===== config.mk =====
export PLATFORM = sky130hd
export DESIGN_NAME = instr_align_queue
export DESIGN_NICKNAME = d
export VERILOG_FILES = /design/src/rtl/instr_align_queue.sv
export SDC_FILE = /design/constraint.sdc
export NUM_CORES = 1
export LEC_CHECK = 0
export ABC_CLOCK_PERIOD_IN_PS = 5200
export BUFFER_PORTS_ARGS = -buffer_cell sky130_fd_sc_hd__buf_2
export CORE_MARGIN = 10
export CORE_UTILIZATION = 59
export DETAILED_ROUTE_END_ITERATION = 6
export PLACE_DENSITY = 0.91
export SYNTH_ARGS = -nofsm -noshare
export SYNTH_HDL_FRONTEND = slang
export SYNTH_SLANG_ARGS = --single-unit

===== constraint.sdc =====
create_clock -name CLK -period 5.2 [get_ports CLK]
set_clock_uncertainty 0.1 [all_clocks]
set_input_delay 1.04 -clock CLK [delete_from_list [all_inputs] [get_ports CLK]]
set_output_delay 1.04 -clock CLK [all_outputs]
set_load 0.005 [all_outputs]

===== src/rtl/instr_align_queue.sv =====
// instr_align_queue
//   Fetch-side parcel queue between the fetch unit and the decoders. Fetch packets of
//   FETCH_PARCELS 16-bit parcels are buffered in a circular parcel array; each cycle up to
//   ISSUE_W length-resolved instructions are presented with their pc and an RVC flag.
//   32-bit instructions may straddle packets, and the first packet after a redirect may
//   enter mid-packet (fetch_offset).
//
// Configuration macro:
//   RIFT_RVC_EN  defined:   mixed 16/32-bit extraction, odd fetch_offset allowed.
//                undefined: every instruction is two parcels, instr_is_rvc is 0 and
//                           fetch_offset[0] is ignored.
//
// Ports:
//   CLK, RST       clock, synchronous active-high reset
//   flush          redirect; empties the queue (head pc held)
//   fetch_valid    packet present        fetch_ready  room for a whole packet
//   fetch_data     packet, parcel i at [16i+15:16i]
//   fetch_pc       pc of parcel 0        fetch_offset first valid parcel (after redirect)
//   instr_valid    per-lane valid, contiguous from lane 0
//   instr_ready    consumer takes all valid lanes
//   instr_data     per-lane instruction, RVC zero-extended in [15:0]
//   instr_pc       per-lane pc           instr_is_rvc per-lane 16-bit flag
module instr_align_queue #(
  parameter int unsigned FETCH_PARCELS = 4,
  parameter int unsigned DEPTH         = 16,
  parameter int unsigned ISSUE_W       = 2,
  localparam int unsigned OffW = (FETCH_PARCELS > 1) ? $clog2(FETCH_PARCELS) : 1
) (
  input  logic                       CLK,
  input  logic                       RST,
  input  logic                       flush,
  input  logic                       fetch_valid,
  output logic                       fetch_ready,
  input  logic [16*FETCH_PARCELS-1:0] fetch_data,
  input  logic [63:0]                fetch_pc,
  input  logic [OffW-1:0]            fetch_offset,
  output logic [ISSUE_W-1:0]         instr_valid,
  input  logic                       instr_ready,
  output logic [32*ISSUE_W-1:0]      instr_data,
  output logic [64*ISSUE_W-1:0]      instr_pc,
  output logic [ISSUE_W-1:0]         instr_is_rvc
);

  localparam int unsigned PtrW = $clog2(DEPTH);
  localparam int unsigned CntW = PtrW + 1;

  logic [15:0]     r_mem [DEPTH];
  logic [PtrW-1:0] r_head;
  logic [PtrW-1:0] r_tail;
  logic [CntW-1:0] r_count;
  logic [63:0]     r_head_pc;
  logic            r_need_pc;

  logic            w_push;
  logic            w_pop;
  logic [OffW-1:0] w_eff_off;
  logic [CntW-1:0] w_push_n;
  logic [CntW-1:0] w_pop_n;

  // Ready looks only at the registered count; a same-cycle pop is not credited.
  assign fetch_ready = (r_count <= CntW'(DEPTH - FETCH_PARCELS));
  assign w_push      = fetch_valid & fetch_ready;
  assign w_pop       = instr_ready & instr_valid[0];

  // The entry offset only applies to the first packet after reset/flush.
  always_comb begin
    w_eff_off = r_need_pc ? fetch_offset : '0;
`ifndef RIFT_RVC_EN
    w_eff_off[0] = 1'b0;
`endif
    w_push_n = CntW'(FETCH_PARCELS) - CntW'(w_eff_off);
  end

  // Lane extraction: walk the queue from head, each lane starting where the previous ended.
  always_comb begin
    logic [CntW-1:0] off;
    logic [CntW-1:0] len;
    logic [PtrW-1:0] idx0;
    logic [PtrW-1:0] idx1;
    logic [15:0]     p0;
    logic [15:0]     p1;
    logic            is32;
    logic            prev;
    off          = '0;
    len          = '0;
    idx0         = '0;
    idx1         = '0;
    p0           = '0;
    p1           = '0;
    is32         = 1'b0;
    prev         = 1'b1;
    instr_valid  = '0;
    instr_data   = '0;
    instr_pc     = '0;
    instr_is_rvc = '0;
    for (int k = 0; k < ISSUE_W; k++) begin
      idx0 = r_head + off[PtrW-1:0];
      idx1 = idx0 + PtrW'(1);
      p0   = r_mem[idx0];
      p1   = r_mem[idx1];
`ifdef RIFT_RVC_EN
      is32 = (p0[1:0] == 2'b11);
`else
      is32 = 1'b1;
`endif
      len = is32 ? CntW'(2) : CntW'(1);
      // A lone low half at the tail is not valid; it waits for the next packet.
      instr_valid[k]        = prev && (r_count >= off + len);
      instr_data[32*k +: 32] = is32 ? {p1, p0} : {16'h0000, p0};
      instr_pc[64*k +: 64]   = r_head_pc + (64'(off) << 1);
      instr_is_rvc[k]       = ~is32;
      if (instr_valid[k]) begin
        off = off + len;
      end
      prev = instr_valid[k];
    end
    w_pop_n = off;
  end

  always_ff @(posedge CLK) begin
    if (RST) begin
      r_head    <= '0;
      r_tail    <= '0;
      r_count   <= '0;
      r_head_pc <= '0;
      r_need_pc <= 1'b1;
    end else if (flush) begin
      r_head    <= '0;
      r_tail    <= '0;
      r_count   <= '0;
      r_need_pc <= 1'b1;
    end else begin
      if (w_push) begin
        r_tail <= r_tail + w_push_n[PtrW-1:0];
      end
      if (w_pop) begin
        r_head <= r_head + w_pop_n[PtrW-1:0];
      end
      r_count <= r_count + (w_push ? w_push_n : '0) - (w_pop ? w_pop_n : '0);
      // need_pc implies an empty queue, so a pop cannot coincide with the pc load.
      if (w_push && r_need_pc) begin
        r_head_pc <= fetch_pc + (64'(w_eff_off) << 1);
        r_need_pc <= 1'b0;
      end else if (w_pop) begin
        r_head_pc <= r_head_pc + (64'(w_pop_n) << 1);
      end
    end
  end

  // Parcel array: packed write from tail, skipping parcels below the entry offset.
  always_ff @(posedge CLK) begin
    if (!RST && !flush && w_push) begin
      for (int i = 0; i < FETCH_PARCELS; i++) begin
        if (32'(i) >= 32'(w_eff_off)) begin
          r_mem[r_tail + PtrW'(i) - PtrW'(w_eff_off)] <= fetch_data[16*i +: 16];
        end
      end
    end
  end

`ifndef SYNTHESIS
  always_ff @(posedge CLK) begin
    if (!RST) begin
      assert (r_count <= CntW'(DEPTH));
      assert (!w_pop || (w_pop_n <= r_count));
    end
  end
`endif

endmodule

==> results_dict.tcl <==
set metrics [dict create \
    areaGrowthSynthToFinish_pct 15.2 \
    postCtsSetupBuffers 0 \
    dieHeight_um 215 \
    max_freq_mhz 200 \
    cp-start-kind "register" \
    post_drt_wl_per_cell_um 27.6 \
    clk_pin_slew_ns 0.06 \
    yosysSeqAreaShare_pct 41.3 \
    synth_flop_cell "edfxtp_1" \
    critPathTopFamily "simple AND/OR/NAND/NOR gates" \
    dpl_cell_area_um2 24600 \
    initial_utilization_pct 59.6 \
    cts_buffers 38 \
    powerDensity_nw_per_um2 330 \
    top_usage_layer "met2" \
    track_usage_pct 31.2 \
    synth_warnings 0 \
    grt_pass1_wl_um 113000 \
    antenna_found_initial 15 \
    cp-end-kind "primary output" \
    post_cts_resize_count 0 \
    synthDistinctLibCells 73 \
    final_nets 2337 \
    core_um2 37600 \
    critPathMaxFanout 6 \
    rsz0062_at_grt "no" \
    layout_commonest_cell "buf_2" \
    crit_path_frequent_cell "ha_1" \
    met2_usage_pct 50.1 \
    worst_pin_slew_ns 1.13 \
    first_pass_iters 6 \
    cts_root_buf "clkbuf_16" \
    synth_cells 1886 \
    avgSynthCellArea_um2 11.9 \
    synthMuxAreaShare_pct 29.4 \
    synth_top_family_by_area "multiplexers" \
    synth-seq-cells 334 \
    tns_ns 0 \
    clkSinkCount 334 \
    dp_cells 2645 \
    postLayoutCellArea_um2 25800 \
    path_class "reg2out" \
    dieArea_um2 46100 \
    reg2reg_from "r_count[3]" \
    stdcell_count 2718 \
    drv_cap 0 \
    cp.arrival_ns 3.87 \
    max_slew_margin_pct 24.7 \
    async_reset_ff_share_pct 0 \
    synthSimpleGateAreaFrac_pct 12.7 \
    crit_chain "inv_1 > ha_1 > mux2i_1 > nand2_1 > ha_1 > ha_1 > inv_1 > nor4_1 > buf_4 > nand3_1 > nor4_1 > nor2b_1 > xor2_1 > buf_2" \
    min_period_over_period_pct 96.3 \
    crit_path_end "instr_pc[116]" \
    wirelength_um 75000 \
    viasPerCell 6.93 \
    overflow 0 \
    multi_input_area_um2 12500 \
    synth_xor_area_share_pct 4.97 \
    peakVddDrop_mv 0.300 \
    synth_compound_area_share_pct 6.64 \
    die_w_um 215 \
    reg2reg_slack_ns 0.37 \
    final_hold_viol_count 0 \
    syn_area_um2 22400 \
    drc 0 \
    rr_worst_depth 17 \
    gp_congestion 1.02 \
    grt_pass1_vias 18800 \
    crit_start "r_count[4]" \
    cts_htree_levels 2 \
    holdBufCountCts 0 \
    setup_viol 0 \
    portBuffers 328 \
    n_fill_cell 2682 \
    globalRouteMet3Util_pct 6.26 \
    clk_latency_ns 0.53 \
    slowest_delay_ns 0.55 \
    critPathRequiredTime_ns 4.06 \
    ios 332 \
    path_depth 14 \
    p_leak_nw 8.99 \
    total_power_w 0.00850 \
    drt_iter0_drc 2789 \
    path_buf_inv 4 \
    status "finished clean" \
    grtUsageMet1_pct 40.1 \
    hold_class "reg2reg" \
    grt_max_degree 65 \
    synth_edf_count 256 \
    r2r_end "r_head_pc[34]" \
    rows 71 \
    crit_slowest_cell "nor4_1" \
    hpwl_um 51400 \
    fin_crit_ns 5.01 \
    antenna_left 0 \
    synth-adder-area-share_pct 1.80 \
    report.final.slew_viol_count 0 \
    regArea_um2 9250 \
    mostFrequentLayoutCells "buf_2 (328), mux2_2 (324), edfxtp_1 (256)" \
    vias 18800 \
    drive_above_1_share_pct 42.6 \
    clockBufferDepth 3 \
    tritoncts "built" \
]
-- synth_stat cells (7+ instances only) --
cell type  instances  area share, %
nand2_1          118            2.0
fa_1               7           0.63
o21ai_0           54            1.2
o211ai_1           9           0.30
dfxtp_1           78            7.0
a21oi_1           56            1.3
nand4_1           54            1.5
buf_1             20           0.34
nor4_1            36            1.0
edfxtp_1         256             34
nor2_1            83            1.4
buf_2             24           0.54
or3_1             14           0.39
ha_1              21            1.2
nor3_1            66            1.5
inv_1             27           0.45
nand3_1           72            1.6
xnor2_1           70            2.7
xor2_1            57            2.2
a211oi_1          12           0.40
mux4_2           128             13
mux2_2           324             16
o21a_1             7           0.23
and3_1            27           0.75
clkbuf_1          86            1.4
o22ai_1            9           0.25
a31oi_1           13           0.36
or4_1             14           0.47
or2_2              8           0.22
a21o_1             7           0.23
and4_1            13           0.51
and2_1            10           0.28
-- metal layers --
layer,wire [um],vias up
met4,3350,10
met5,76,-
met1,27700,9287
met2,36100,1313
li1,-,7977
met3,7860,252
-- state kept, by name, indices dropped and copies added, names as in the netlist, named ones only --
signal / flops
r_head_pc: 64
r_tail: 3
r_head: 3
r_mem: 256
r_count: 4
r_need_pc: 1
-- worst min-delay path by stage --
stage	cells past startpoint	slack, ns	from	endpoint
global placement	2	0.35	r_need_pc	r_need_pc
global route	2	0.40	r_need_pc	r_need_pc
finish	2	0.36	r_need_pc	r_need_pc
CTS	2	0.37	r_need_pc	r_need_pc
floorplan	2	0.33	r_need_pc	r_need_pc
detailed placement	2	0.35	r_need_pc	r_need_pc
-- metrics by stage --
step           setup WS (ns)  util (%)  hold slack [ns]
3_3_place_gp           0.590      65.5            0.351
2_1_floorplan          0.906         -            0.331
4_1_cts               0.0669      68.5            0.366
5_1_grt              0.00176      68.6            0.399
6_report               0.190      68.6            0.361
3_5_place_dp           0.529      65.5            0.348
-- final cells by class --
| cell class | count | share of cell area, % |
|---|---|---|
| clock inverter | 17 | 0.549 |
| tap | 511 | 2.48 |
| sequential | 334 | 35.9 |
| timing repair buffer | 386 | 8.20 |
| multi-input combinational | 1386 | 48.5 |
| clock buffer | 46 | 3.84 |
| inverter | 28 | 0.408 |
| antenna | 10 | 0.0971 |
-- cells by family after synthesis --
logic type               Yosys count
AO/OA/AOI/OAI                    229
XOR/XNOR                         127
adder cells (fa/ha/maj)           28
buffers and inverters            167
flip-flops                       334
multiplexers                     457
other                              1
AND/OR/NAND/NOR                  543
-- worst register-to-register path: stages, from the launching register on --
cell      delay, ns
dfxtp_1        0.34
inv_1          0.08
ha_1           0.22
mux2i_1        0.26
nand2_1        0.27
inv_1          0.17
ha_1           0.24
a21o_1         0.17
a21oi_1        0.16
and2_1         0.18
ha_1           0.21
fa_1           0.31
inv_1          0.10
nor4_2         0.61
nand3b_1       0.49
nor4_1         0.47
nand3_1        0.13
and4b_1        0.20
-- where the power goes --
part,leakage (nW),internal (W),switching [W]
Clock,0.563,0.00145,0.00109
Sequential,2.95,0.00303,0.000236
Combinational,5.48,0.00134,0.00136
No activity file was read; power rests on OpenSTA's default activity.
